### config.mk
export PLATFORM = sky130hd
export DESIGN_NAME = cursor_brush
export DESIGN_NICKNAME = d
export VERILOG_FILES = /design/src/rtl/cursor_brush.sv
export SDC_FILE = /design/constraint.sdc
export NUM_CORES = 1
export LEC_CHECK = 0
export CELL_PAD_IN_SITES_DETAIL_PLACEMENT = 1
export CELL_PAD_IN_SITES_GLOBAL_PLACEMENT = 1
export CORE_UTILIZATION = 43
export DETAILED_ROUTE_END_ITERATION = 7
export GPL_TIMING_DRIVEN = 0
export PLACE_DENSITY = 0.85
export SYNTH_ARGS = -nofsm -noshare
export SYNTH_HDL_FRONTEND = slang
export SYNTH_SLANG_ARGS = --single-unit
export TNS_END_PERCENT = 50
### constraint.sdc
create_clock -name CLOCK_50 -period 3.9 [get_ports CLOCK_50]
set_input_delay 0.39 -clock CLOCK_50 [delete_from_list [all_inputs] [get_ports CLOCK_50]]
set_output_delay 0.39 -clock CLOCK_50 [all_outputs]
set_load 0.01 [all_outputs]
### src/rtl/cursor_brush.sv
// cursor_brush
// Moves a square SIZE x SIZE cursor around a W_RES x H_RES screen using four
// active-low direction buttons. Buttons are sampled once per move tick, which
// also debounces them. Holding a button auto-repeats after REPEAT_TICKS ticks.
// A paint button stamps the cursor footprint into the RGB frame buffers as a
// row-major burst of write strobes. The overlay flag marks scan positions that
// fall inside the cursor so the VGA path can draw it over the buffer contents.
//
// Ports:
//   CLOCK_50                  system clock, all state on the rising edge
//   reset                     asynchronous, active-low (0 = reset)
//   up_but/down_but/
//   left_but/right_but        direction buttons, active-low
//   paint_but                 paint request, active-low
//   x_coord, y_coord          current VGA scan position
//   cursor_x, cursor_y        cursor top-left corner
//   overlay                   scan position lies inside the cursor
//   wr_en                     frame-buffer write strobe
//   wr_x, wr_y                write address
//   wr_r, wr_g, wr_b          write data (zero whenever wr_en is low)
//   busy                      paint burst in progress
module cursor_brush #(
   parameter int          W_RES        = 640,
   parameter int          H_RES        = 480,
   parameter int          SIZE         = 16,
   parameter int          STEP         = 16,
   parameter int          DIVISOR      = 200000,
   parameter int          REPEAT_TICKS = 4,
   parameter logic [23:0] COLOR        = 24'h000000
) (
   input  logic        CLOCK_50,
   input  logic        reset,
   input  logic        up_but,
   input  logic        down_but,
   input  logic        left_but,
   input  logic        right_but,
   input  logic        paint_but,
   input  logic [10:0] x_coord,
   input  logic [10:0] y_coord,
   output logic [10:0] cursor_x,
   output logic [10:0] cursor_y,
   output logic        overlay,
   output logic        wr_en,
   output logic [10:0] wr_x,
   output logic [10:0] wr_y,
   output logic [7:0]  wr_r,
   output logic [7:0]  wr_g,
   output logic [7:0]  wr_b,
   output logic        busy
);

   localparam int TICK_W = $clog2(DIVISOR);
   localparam int HOLD_W = $clog2(REPEAT_TICKS + 1);

   localparam logic [TICK_W-1:0] TICK_LAST = TICK_W'(DIVISOR - 1);
   localparam logic [HOLD_W-1:0] HOLD_MAX  = HOLD_W'(REPEAT_TICKS);

   localparam logic [10:0] MAX_X   = 11'(W_RES - SIZE);
   localparam logic [10:0] MAX_Y   = 11'(H_RES - SIZE);
   localparam logic [10:0] HOME_X  = 11'((W_RES - SIZE) / 2);
   localparam logic [10:0] HOME_Y  = 11'((H_RES - SIZE) / 2);
   localparam logic [10:0] STEP11  = 11'(STEP);
   localparam logic [10:0] SIZE_M1 = 11'(SIZE - 1);

   localparam logic [7:0] COLOR_R = COLOR[23:16];
   localparam logic [7:0] COLOR_G = COLOR[15:8];
   localparam logic [7:0] COLOR_B = COLOR[7:0];

   typedef enum logic [2:0] {
      DIR_NONE,
      DIR_UP,
      DIR_DOWN,
      DIR_LEFT,
      DIR_RIGHT
   } dir_t;

   typedef enum logic {
      ST_IDLE,
      ST_PAINT
   } paint_state_t;

   logic [TICK_W-1:0] tick_cnt;
   logic              tick;

   dir_t              sel_dir;
   dir_t              last_dir;
   logic [HOLD_W-1:0] hold_cnt;
   logic [HOLD_W-1:0] hold_next;
   logic              do_step;

   logic [11:0]       x_plus;
   logic [11:0]       y_plus;
   logic [10:0]       x_left;
   logic [10:0]       x_right;
   logic [10:0]       y_up;
   logic [10:0]       y_down;

   paint_state_t      state;
   logic [10:0]       org_x;
   logic [10:0]       org_y;
   logic [10:0]       col_i;
   logic [10:0]       row_j;

   // Free-running move-tick divider. The tick is the single cycle in which
   // the counter sits at its last value; everything button-related happens
   // only on that cycle.
   always_ff @(posedge CLOCK_50 or negedge reset) begin
      if (!reset) begin
         tick_cnt <= '0;
      end else if (tick) begin
         tick_cnt <= '0;
      end else begin
         tick_cnt <= tick_cnt + TICK_W'(1);
      end
   end

   assign tick = (tick_cnt == TICK_LAST);

   // Fixed-priority direction pick: up beats down beats left beats right.
   always_comb begin
      sel_dir = DIR_NONE;
      if (!up_but) begin
         sel_dir = DIR_UP;
      end else if (!down_but) begin
         sel_dir = DIR_DOWN;
      end else if (!left_but) begin
         sel_dir = DIR_LEFT;
      end else if (!right_but) begin
         sel_dir = DIR_RIGHT;
      end
   end

   // Press-versus-hold decision. A new direction steps at once and restarts
   // the hold count; the same direction only steps once the saturating hold
   // count has reached the repeat threshold.
   always_comb begin
      hold_next = hold_cnt;
      do_step   = 1'b0;
      if (sel_dir == DIR_NONE) begin
         hold_next = '0;
      end else if (sel_dir != last_dir) begin
         hold_next = '0;
         do_step   = 1'b1;
      end else begin
         if (hold_cnt < HOLD_MAX) begin
            hold_next = hold_cnt + HOLD_W'(1);
         end
         do_step = (hold_next >= HOLD_MAX);
      end
   end

   // Clamped step targets. The additions are done one bit wider so a step
   // near the top of the 11-bit range cannot wrap past the clamp.
   always_comb begin
      x_plus  = {1'b0, cursor_x} + {1'b0, STEP11};
      y_plus  = {1'b0, cursor_y} + {1'b0, STEP11};
      x_left  = (cursor_x < STEP11) ? 11'd0 : (cursor_x - STEP11);
      y_up    = (cursor_y < STEP11) ? 11'd0 : (cursor_y - STEP11);
      x_right = (x_plus > {1'b0, MAX_X}) ? MAX_X : x_plus[10:0];
      y_down  = (y_plus > {1'b0, MAX_Y}) ? MAX_Y : y_plus[10:0];
   end

   // Cursor position and hold tracking, updated on the edge that ends a tick.
   always_ff @(posedge CLOCK_50 or negedge reset) begin
      if (!reset) begin
         cursor_x <= HOME_X;
         cursor_y <= HOME_Y;
         last_dir <= DIR_NONE;
         hold_cnt <= '0;
      end else if (tick) begin
         last_dir <= sel_dir;
         hold_cnt <= hold_next;
         if (do_step) begin
            case (sel_dir)
               DIR_UP:    cursor_y <= y_up;
               DIR_DOWN:  cursor_y <= y_down;
               DIR_LEFT:  cursor_x <= x_left;
               DIR_RIGHT: cursor_x <= x_right;
               default:   ;
            endcase
         end
      end
   end

   // Overlay compares are widened so cursor + SIZE - 1 cannot wrap.
   assign overlay = ({1'b0, x_coord} >= {1'b0, cursor_x}) &&
                    ({1'b0, x_coord} <= ({1'b0, cursor_x} + {1'b0, SIZE_M1})) &&
                    ({1'b0, y_coord} >= {1'b0, cursor_y}) &&
                    ({1'b0, y_coord} <= ({1'b0, cursor_y} + {1'b0, SIZE_M1}));

   // Paint burst. The origin is captured from the cursor registers on the
   // paint tick, so it is the pre-step position even if a move acts on the
   // same tick. The write outputs are loaded one address ahead: the value on
   // wr_x/wr_y is always the write currently being presented, and col_i/row_j
   // track which footprint cell that is. Requests arriving mid-burst are
   // simply not looked at.
   always_ff @(posedge CLOCK_50 or negedge reset) begin
      if (!reset) begin
         state <= ST_IDLE;
         org_x <= '0;
         org_y <= '0;
         col_i <= '0;
         row_j <= '0;
         wr_en <= 1'b0;
         busy  <= 1'b0;
         wr_x  <= '0;
         wr_y  <= '0;
         wr_r  <= '0;
         wr_g  <= '0;
         wr_b  <= '0;
      end else begin
         case (state)
            ST_IDLE: begin
               if (tick && !paint_but) begin
                  state <= ST_PAINT;
                  org_x <= cursor_x;
                  org_y <= cursor_y;
                  col_i <= '0;
                  row_j <= '0;
                  wr_en <= 1'b1;
                  busy  <= 1'b1;
                  wr_x  <= cursor_x;
                  wr_y  <= cursor_y;
                  wr_r  <= COLOR_R;
                  wr_g  <= COLOR_G;
                  wr_b  <= COLOR_B;
               end
            end
            ST_PAINT: begin
               if ((col_i == SIZE_M1) && (row_j == SIZE_M1)) begin
                  state <= ST_IDLE;
                  wr_en <= 1'b0;
                  busy  <= 1'b0;
                  wr_x  <= '0;
                  wr_y  <= '0;
                  wr_r  <= '0;
                  wr_g  <= '0;
                  wr_b  <= '0;
               end else if (col_i == SIZE_M1) begin
                  col_i <= '0;
                  row_j <= row_j + 11'd1;
                  wr_x  <= org_x;
                  wr_y  <= org_y + row_j + 11'd1;
               end else begin
                  col_i <= col_i + 11'd1;
                  wr_x  <= org_x + col_i + 11'd1;
               end
            end
            default: begin
               state <= ST_IDLE;
            end
         endcase
      end
   end

endmodule

; ---- Word-level counts from Yosys, hierarchy flattened
; Cells that the tools add are included.
[classes]
magnitude_cmp = 10
n_addsub = 14
n_bitwise = 1
reduce_logical = 16
n_mux = 42
n_eq_ne = 13
[ops]
columns = cell, count
row1 = two-way mux 11 bit, 15
row2 = case mux 11 bit (2 select lines), 6
row3 = "adder 11 x 1 -> 11 bit, second input constant", 4
row4 = two-way mux 3 bit, 9
row5 = "adder 11 x 4 -> 12 bit, second input constant", 2
row6 = "adder 11 x 5 -> 12 bit, second input constant", 2
row7 = less-or-equal comparator 11 x 12 -> 1 bit, 2
row8 = adder 11 bit, 2
row9 = "== test 11 x 4 -> 1 bit, second input constant", 2
row10 = greater-or-equal comparator 11 bit, 2
row11 = "less-than comparator 11 x 5 -> 1 bit, second input constant", 2
row12 = "subtractor 11 x 5 -> 11 bit, second input constant", 2
row13 = "adder 18 x 1 -> 18 bit, second input constant", 1
row14 = "== test 18 bit, second input constant", 1
row15 = two-way mux 18 bit, 1
row16 = two-way mux 8 bit, 2
row17 = case mux 8 bit (2 select lines), 1
row18 = "> comparator 12 x 10 -> 1 bit, second input constant", 1
row19 = "> comparator 12 x 9 -> 1 bit, second input constant", 1
row20 = AND reduction 3 bit, 3
row21 = AND reduction 2 bit, 4
row22 = "== test 3 x 2 -> 1 bit, second input constant", 2
row23 = two-way mux 1 bit, 6
row24 = logical AND 1 bit, 5
row25 = other kinds (14), 18
[totals]
word_cells = 110
out_inout_bits = 71
reg_bits = 122

; ---- Depth between registers and ports, before layout
; Gate-level depths: netlist (run 1).
[logic_depth]
word_depth = 11
ltp_mapped = 11
mapped_depth_nobuf = 11

; ---- Worst setup path after synthesis (run 1)
; Ideal clock, no wire load.
[synth_path]
path_type = register to output
startpoint = register cursor_y[5]
endpoint = output port overlay
required_ps = 3510
path_slack_ps = 947
path_stages_with_launch = 11
path_buffers = 1
arrival_ps = 2563
cell_sequence = dfstp_2 > ha_1 > clkbuf_1 > nand4_1 > xnor2_1 > ha_1 > or4_1 > a211oi_1 > nor4_1 > a21oi_1 > o2111a_1
[synth_via]
elab_chain_len = 3
elab_cells_between_ends = 5
cone_classes = 1 x add/sub / 2 x order compare / 2 x reduce/logical
[synth_rtl]
columns = item, line_no
row1 = "start, declared", 41  ; output logic [10:0] cursor_y,
row2 = "start signal, assigned", 175  ; DIR_UP: cursor_y <= y_up;
row3 = "start signal, assigned", 176  ; DIR_DOWN: cursor_y <= y_down;
row4 = adder 11 x 4 -> 12 bit / greater-or-equal comparator 11 bit (equally long branches), "189, 188"
row5 = less-or-equal comparator 11 x 12 -> 1 bit / logical AND 1 bit (equally long branches), "189, 187"
row6 = logical AND 1 bit *, 188  ; ({1'b0, y_coord} >= {1'b0, cursor_y}) &&
row7 = "end, declared", 42  ; output logic overlay,
; Every way passes the cells marked *; elsewhere a longest branch is shown, timed or not.

; ---- Worst setup path after layout (run 1)
[layout_path]
startpoint = register cursor_x[4]
endpoint = output port overlay
[layout_via]
elab_chain_len = 5
elab_cells_between_ends = 6
cone_classes = 1 x add/sub / 2 x order compare / 3 x reduce/logical
[layout_rtl]
columns = item, line_no
row1 = "start, declared", 40  ; output logic [10:0] cursor_x,
row2 = "start signal, assigned", 177  ; DIR_LEFT: cursor_x <= x_left;
row3 = "start signal, assigned", 178  ; DIR_RIGHT: cursor_x <= x_right;
row4 = adder 11 x 4 -> 12 bit, 187  ; ({1'b0, x_coord} <= ({1'b0, cursor_x} + {1'b0, SIZE_M1})) &&
row5 = less-or-equal comparator 11 x 12 -> 1 bit, 187
row6 = logical AND 1 bit *, 186  ; assign overlay = ({1'b0, x_coord} >= {1'b0, cursor_x}) &&
row7 = logical AND 1 bit *, 187
row8 = logical AND 1 bit *, 188
; Marks and branches as above.

==> flow_metrics.tcl, run 1 <==
set metrics [dict create \
    status "completed" \
    hold_path.class "in2async" \
    finalCriticalPeriod_ns 3.50 \
    grt_pass1_vias 6727 \
    cts_buffer_depth 2 \
    synthTopCellsByArea "dfrtp_1 32%, ha_1 12%, xnor2_1 4.1%, o21ai_0 4.1%, nand2_1 3.6%" \
    post-route-period-util 0.898 \
    report.final.hold_viol_count 0 \
    area_growth_pct 20.2 \
    place_ws_ns 0.129 \
    avgViaCountPerCell 5.72 \
    crit_arrival_ns 3.11 \
    io_pins 100 \
    powerDensity_nw_per_um2 324 \
    start_util 0.438 \
    synthArstFlopShare 1.00 \
    first_iter_violations 545 \
    setup_viol 0 \
    clk_pin_slew_ns 0.07 \
    grt_overflow 0 \
    gp_congestion 0.864 \
    cp_max_fo 4 \
    critPathSlowestCell "dfstp_2" \
    synth-seq-area-share 0.354 \
    wl_per_cell_um 18.2 \
    synth_area_per_cell_um2 8.91 \
    postRouteAntennaNets 0 \
    die_height_um 132 \
    io_buffers 68 \
    cts_tree "yes" \
    rrSetupSlack_ns 0.60 \
    fin_nets 1020 \
    totalWireLength_um 20900 \
    synth.ff_latch_count 102 \
    tightest_slew_ns 1.15 \
    antenna_found_initial 0 \
    grt_use_met3 0.0323 \
    ys.flop_type "dfrtp_1" \
    std_cell_rows 47 \
    vias 6577 \
    timing.max_cap.violations 0 \
    core_area_um2 16500 \
    grt_pass1_wl_um 34200 \
    max_freq_ghz 0.286 \
    critPathKind "reg2out" \
    ir_drop_uv 252 \
    worst_slack_ns 0.399 \
    drive_above_1_share 0.108 \
    insertion_delay_ns 0.36 \
    use_met1 0.317 \
    met2_usage 0.431 \
    dieArea_um2 17400 \
    synth_top_area_share 0.325 \
    synthTopCellsByCount "94 x dfrtp_1, 70 x nand2_1, 69 x nor2_1" \
    yosysUniqueCellTypes 76 \
    grt_max_degree 64 \
    yosys_warnings 0 \
    drc 0 \
    grt_use_total 0.247 \
    busiest_layer "met2" \
    yosysTopAreaCell "dfrtp_1" \
    root_buffer "clkbuf_16" \
    numCtsBuffers 9 \
    cts_sinks 102 \
    syn_inst 813 \
    skew_ns 0.00915 \
    relSlewSlack 0.227 \
    yosysMostFrequentCell "dfrtp_1" \
    final_cells 1149 \
    slew_violations 0 \
    dp_hpwl_um 15600 \
    rsz0062_at_grt "no" \
    end_kind "primary output" \
    hold_buffers 0 \
    startpoint_type "flop" \
    netlist_area_um2 7250 \
    synth-edff-count 0 \
    diodes 0 \
    p_leak_nw 4.01 \
    crit_path_cell_trace "ha_1 > nand3_1 > nor3_2 > xnor2_1 > ha_1 > or4_1 > a21oi_1 > o21ai_0 > a21oi_1 > o2111a_1 > dlymetal6s2s_1" \
    placed_cells 1131 \
    die_w_um 132 \
    crit_required_ns 3.51 \
    htreeDepth 3 \
    first_pass_iters 5 \
    critical-path-max-stage-delay_ns 0.58 \
]
[layout make-up]
cell class                      count  area (µm²)
Timing Repair Buffer               74         738
Clock inverter                      4        45.0
Tap cell                          220         275
Clock buffer                       12         256
Multi-Input combinational cell    647        4330
Buffer                             63         388
Fill cell                        1970        7820
Inverter                           27         103
Sequential cell                   102        2570
[cell families (layout without fill, tap and decap cells)]
| kind of cell | Yosys count | after routing | share of synthesized area |
|---|---|---|---|
| compound gates | 198 | 198 | 0.178 |
| xor+xnor | 58 | 58 | 0.0701 |
| fa+ha+maj | 67 | 67 | 0.116 |
| buf+inv | 93 | 180 | 0.0677 |
| flops | 102 | 102 | 0.354 |
| mux | 16 | 16 | 0.0237 |
| other cells | 1 | 30 | 0.000518 |
| simple gates | 278 | 278 | 0.190 |
[final timing paths]
path                                    startpoint                 endpoint  depth (start not counted)
max                        cursor_x[4]$_DFFE_PN1P_                  overlay                         11
min                                          reset      wr_y[1]$_DFFE_PN0P_                          1
max reg2reg                 tick_cnt[13]$_DFF_PN0_  cursor_y[8]$_DFFE_PN0P_                          7
min reg2reg                    wr_y[2]$_DFFE_PN0P_      wr_y[2]$_DFFE_PN0P_                          2
max in group asynchronous                    reset  cursor_x[5]$_DFFE_PN1P_                          2
min in group CLOCK_50                       up_but  last_dir[1]$_DFFE_PN0N_                          3
[critical path: cells and delay by family, from the launching register on]
family	cells	cell delay (ns)
fa+ha+maj	2	0.41
compound gates	4	0.60
xor+xnor	1	0.10
simple gates	3	0.92
buf+inv	1	0.16
flops	1	0.58
[registers in the layout, summed over array words and instances (netlist names)]
register  cells
busy          1
col_i        11
cursor_x      8
cursor_y      8
hold_cnt      3
last_dir      3
org_x         8
org_y         8
row_j        11
state         1
tick_cnt     18
wr_x         11
wr_y         11
[metrics by stage]
| step | utilization | total power, mW | setup TNS, ns | area [µm²] | hold WS, ns |
|---|---|---|---|---|---|
| after floorplan | - | 1.62 | 0 | 7350 | 0.0944 |
| after global placement | 0.503 | 1.88 | -143.54 | 8310 | 0.451 |
| after detailed placement | 0.504 | 1.91 | 0 | 8330 | 0.473 |
| after CTS | 0.527 | 2.85 | 0 | 8700 | 0.147 |
| after global routing | 0.527 | 2.96 | 0 | 8710 | 0.200 |
| final | 0.527 | 2.82 | 0 | 8710 | 0.133 |
[timing repair]
item                       4_1_cts  5_1_grt
resized for setup               12        5
setup buffers                    5        0
setup endpoints to repair        1        1
pin swaps                        0        1
[placed cells by master (no fill, tap or decap), drive strengths merged, types with 5 or more instances in the layout]
cell type,synthesis,routed
a21o,7,7
a21oi,43,43
a221oi,5,5
a31oi,13,13
and3,22,22
buf,42,49
clkbuf,24,33
clkdlybuf4s50,0,66
clkinv,3,6
conb,1,30
dfrtp,94,94
dfstp,8,8
ha,67,67
inv,24,24
mux2,6,6
mux2i,10,10
nand2,70,70
nand2b,8,8
nand3,36,36
nand4,18,18
nor2,69,69
nor2b,5,5
nor3,21,21
nor4,8,8
o21a,6,6
o21ai,61,61
o22ai,6,6
xnor2,34,34
xor2,24,24
[power by group]
group	switching [mW]	internal, mW	total (mW)
Sequential	0.107	1.16	1.27
Clock	0.400	0.530	0.930
Combinational	0.315	0.310	0.625
Total	0.823	2.00	2.82
[routing by layer]
metal / part of all wire / up-vias
li1: - / 3105
met1: 0.44 / 3254
met2: 0.50 / 174
met3: 0.040 / 44
met4: 0.020 / 0
met5: 0 / -
Note: power is estimated with default switching activity, not from simulation.
==> run 2, diff against run 1 <==
Settings changed: GPL_TIMING_DRIVEN 0 to 1.
==> run 2 against run 1 <==
Compared with the run above: count of clock-buffer cells in the layout is 1 lower; sequential share of layout area increased by 0.60 points; power decreased by 1.3%; core utilization decreased by 1.1 points; critical endpoint unchanged; largest cell class unchanged; highest routed layer unchanged.
==> flow_metrics.tcl, run 2 (synthesis gave the netlist of run 1 again) <==
set metrics [dict create \
    grt_use_total 0.243 \
    end_kind "primary output" \
    p_int_mw 1.95 \
    grt_pass1_vias 6494 \
    dieArea_um2 17400 \
    grt_overflow 0 \
    cts_tree "yes" \
    powerDensity_nw_per_um2 327 \
    postRouteAntennaNets 0 \
    numCtsBuffers 9 \
    seq_power_share 0.463 \
    io_buffers 69 \
    slew_violations 0 \
    p_leak_nw 3.89 \
    core_area_um2 16500 \
    finalCriticalPeriod_ns 3.43 \
    grt_pass1_wl_um 33900 \
    relSlewSlack 0.377 \
    antenna_found_initial 0 \
    critPathKind "reg2out" \
    cp_max_fo 8 \
    clk_pin_slew_ns 0.07 \
    root_buffer "clkbuf_16" \
    hold_path.class "in2async" \
    ir_drop_uv 246 \
    first_iter_violations 494 \
    rsz0062_at_grt "no" \
    cts_sinks 102 \
    report.final.hold_viol_count 0 \
    gp_congestion 0.868 \
    start_util 0.438 \
    largest_reg_flops 18 \
    tightest_slew_ns 0.925 \
    critPathSlowestCell "dfstp_2" \
    htreeDepth 3 \
    avgViaCountPerCell 5.84 \
    worst-path-buf-inv 1 \
    fin_nets 985 \
    area_growth_pct 17.5 \
    p_sw_mw 0.840 \
    critical_path.top_delay_family "simple AND/OR/NAND/NOR gates" \
    vias 6501 \
    crit_path_cell_trace "ha_4 > nand3_2 > nor3_4 > xnor2_1 > ha_1 > or4_1 > a21oi_1 > o21ai_0 > a21oi_1 > o2111a_1 > dlymetal6s2s_1" \
    hold_ws_ns 0.0831 \
    io_pins 100 \
    drive_above_1_share 0.0895 \
    crit_arrival_ns 3.04 \
    crit_required_ns 3.51 \
    fill_cells 1939 \
    rrSetupSlack_ns 1.07 \
    final_cell_mix "94 x dfrtp_1, 70 x nand2_1, 69 x nor2_1" \
    power_switching_share 0.301 \
    max_freq_ghz 0.291 \
    status "completed" \
    timing.max_cap.violations 0 \
    crit_top_cell "a21oi_1" \
    layout_commonest_cell "dfrtp_1" \
    setup_viol 0 \
    totalWireLength_um 21000 \
    top_register "tick_cnt" \
    fin_util 0.515 \
    combPwrFrac 0.209 \
    drc 0 \
    p_clk_frac 0.329 \
    die_height_um 132 \
    cts_buffer_depth 2 \
    critical-path-max-stage-delay_ns 0.65 \
    insertion_delay_ns 0.36 \
    worst_slack_ns 0.468 \
    power_mw 2.79 \
    grt_max_degree 55 \
    std_cell_rows 47 \
    diodes 0 \
    startpoint_type "flop" \
    place_ws_ns 0.344 \
    post-route-period-util 0.880 \
    wl_per_cell_um 18.8 \
    dp_hpwl_um 15300 \
    setup_tns_ns 0 \
    first_pass_iters 5 \
    die_w_um 132 \
    skew_ns 0.00776 \
]
==> run 2: cell count changes in the layout (fill, tap and decap cells not counted), moves of 2 or more <==
| cell | before | now |
|---|---|---|
| clkbuf_8 | 2 | 0 |
| clkbuf_2 | 3 | 0 |
| nand3_1 | 35 | 33 |
| buf_4 | 38 | 34 |
| buf_6 | 2 | 0 |
| clkinv_2 | 4 | 1 |
| clkinvlp_4 | 0 | 2 |
| buf_2 | 7 | 0 |
| nand3_2 | 1 | 3 |
| clkbuf_1 | 18 | 2 |
==> run 2: worst register-to-register path, stage by stage, from the launching register on <==
cell,delay [ns]
dfrtp_1,0.47
nor4_1,0.56
and3_1,0.58
a21oi_1,0.35
buf_4,0.30
a22oi_1,0.31
o21ai_0,0.12
==> run 2: routing by layer <==
layer / wire length (µm) / up-vias / track usage
met4: 467 / 0 / 0.0659
met3: 980 / 36 / 0.0442
li1: - / 3040 / -
met1: 9390 / 3231 / 0.321
met5: 0 / - / 0
met2: 10100 / 194 / 0.409
==> run 2: power groups by stage <==
stage | sequential (mW) | clock (mW) | combinational (mW)
CTS | 1.29 | 0.935 | 0.585
floorplan | 1.29 | 0 | 0.325
finish | 1.29 | 0.916 | 0.582
global placement | 1.30 | 0 | 0.564
detailed placement | 1.31 | 0 | 0.580
global route | 1.30 | 0.980 | 0.640
==> run 2: path summary, 6_finish.rpt <==
check | from | to | depth (start not counted)
setup / recovery | cursor_x[4]$_DFFE_PN1P_ | overlay | 11
hold / removal | reset | wr_y[0]$_DFFE_PN0P_ | 1
hold reg to reg | wr_y[1]$_DFFE_PN0P_ | wr_y[1]$_DFFE_PN0P_ | 2
min in group CLOCK_50 | wr_y[1]$_DFFE_PN0P_ | wr_y[1]$_DFFE_PN0P_ | 2
setup reg to reg | col_i[5]$_DFFE_PN0P_ | wr_x[4]$_DFFE_PN0P_ | 6
max in group asynchronous | reset | cursor_x[5]$_DFFE_PN1P_ | 2
==> run 2: what timing repair did <==
action	4_1_cts	5_1_grt
pin swaps	0	3
endpoints found under the setup margin	1	1
hold endpoints to repair	0	0
setup buffers	2	6
hold buffers	0	0
gates resized for setup	2	7
==> run 2: layout make-up <==
| cell class | instances | area [µm²] | share of cell area |
|---|---|---|---|
| Clock buffer | 11 | 233 | 0.0273 |
| Clock inverter | 5 | 58.8 | 0.00690 |
| Inverter | 27 | 101 | 0.0119 |
| Multi-Input combinational cell | 647 | 4350 | 0.511 |
| Sequential cell | 102 | 2560 | 0.301 |
| Tap cell | 220 | 275 | 0.0323 |
| Timing Repair Buffer | 102 | 938 | 0.110 |
==> run 2: per-stage QoR <==
step	instance area, µm²	instances
finish	8520	1114
global route	8520	1114
CTS	8430	1108
detailed placement	8120	1090
global placement	8120	1090
floorplan	7350	842
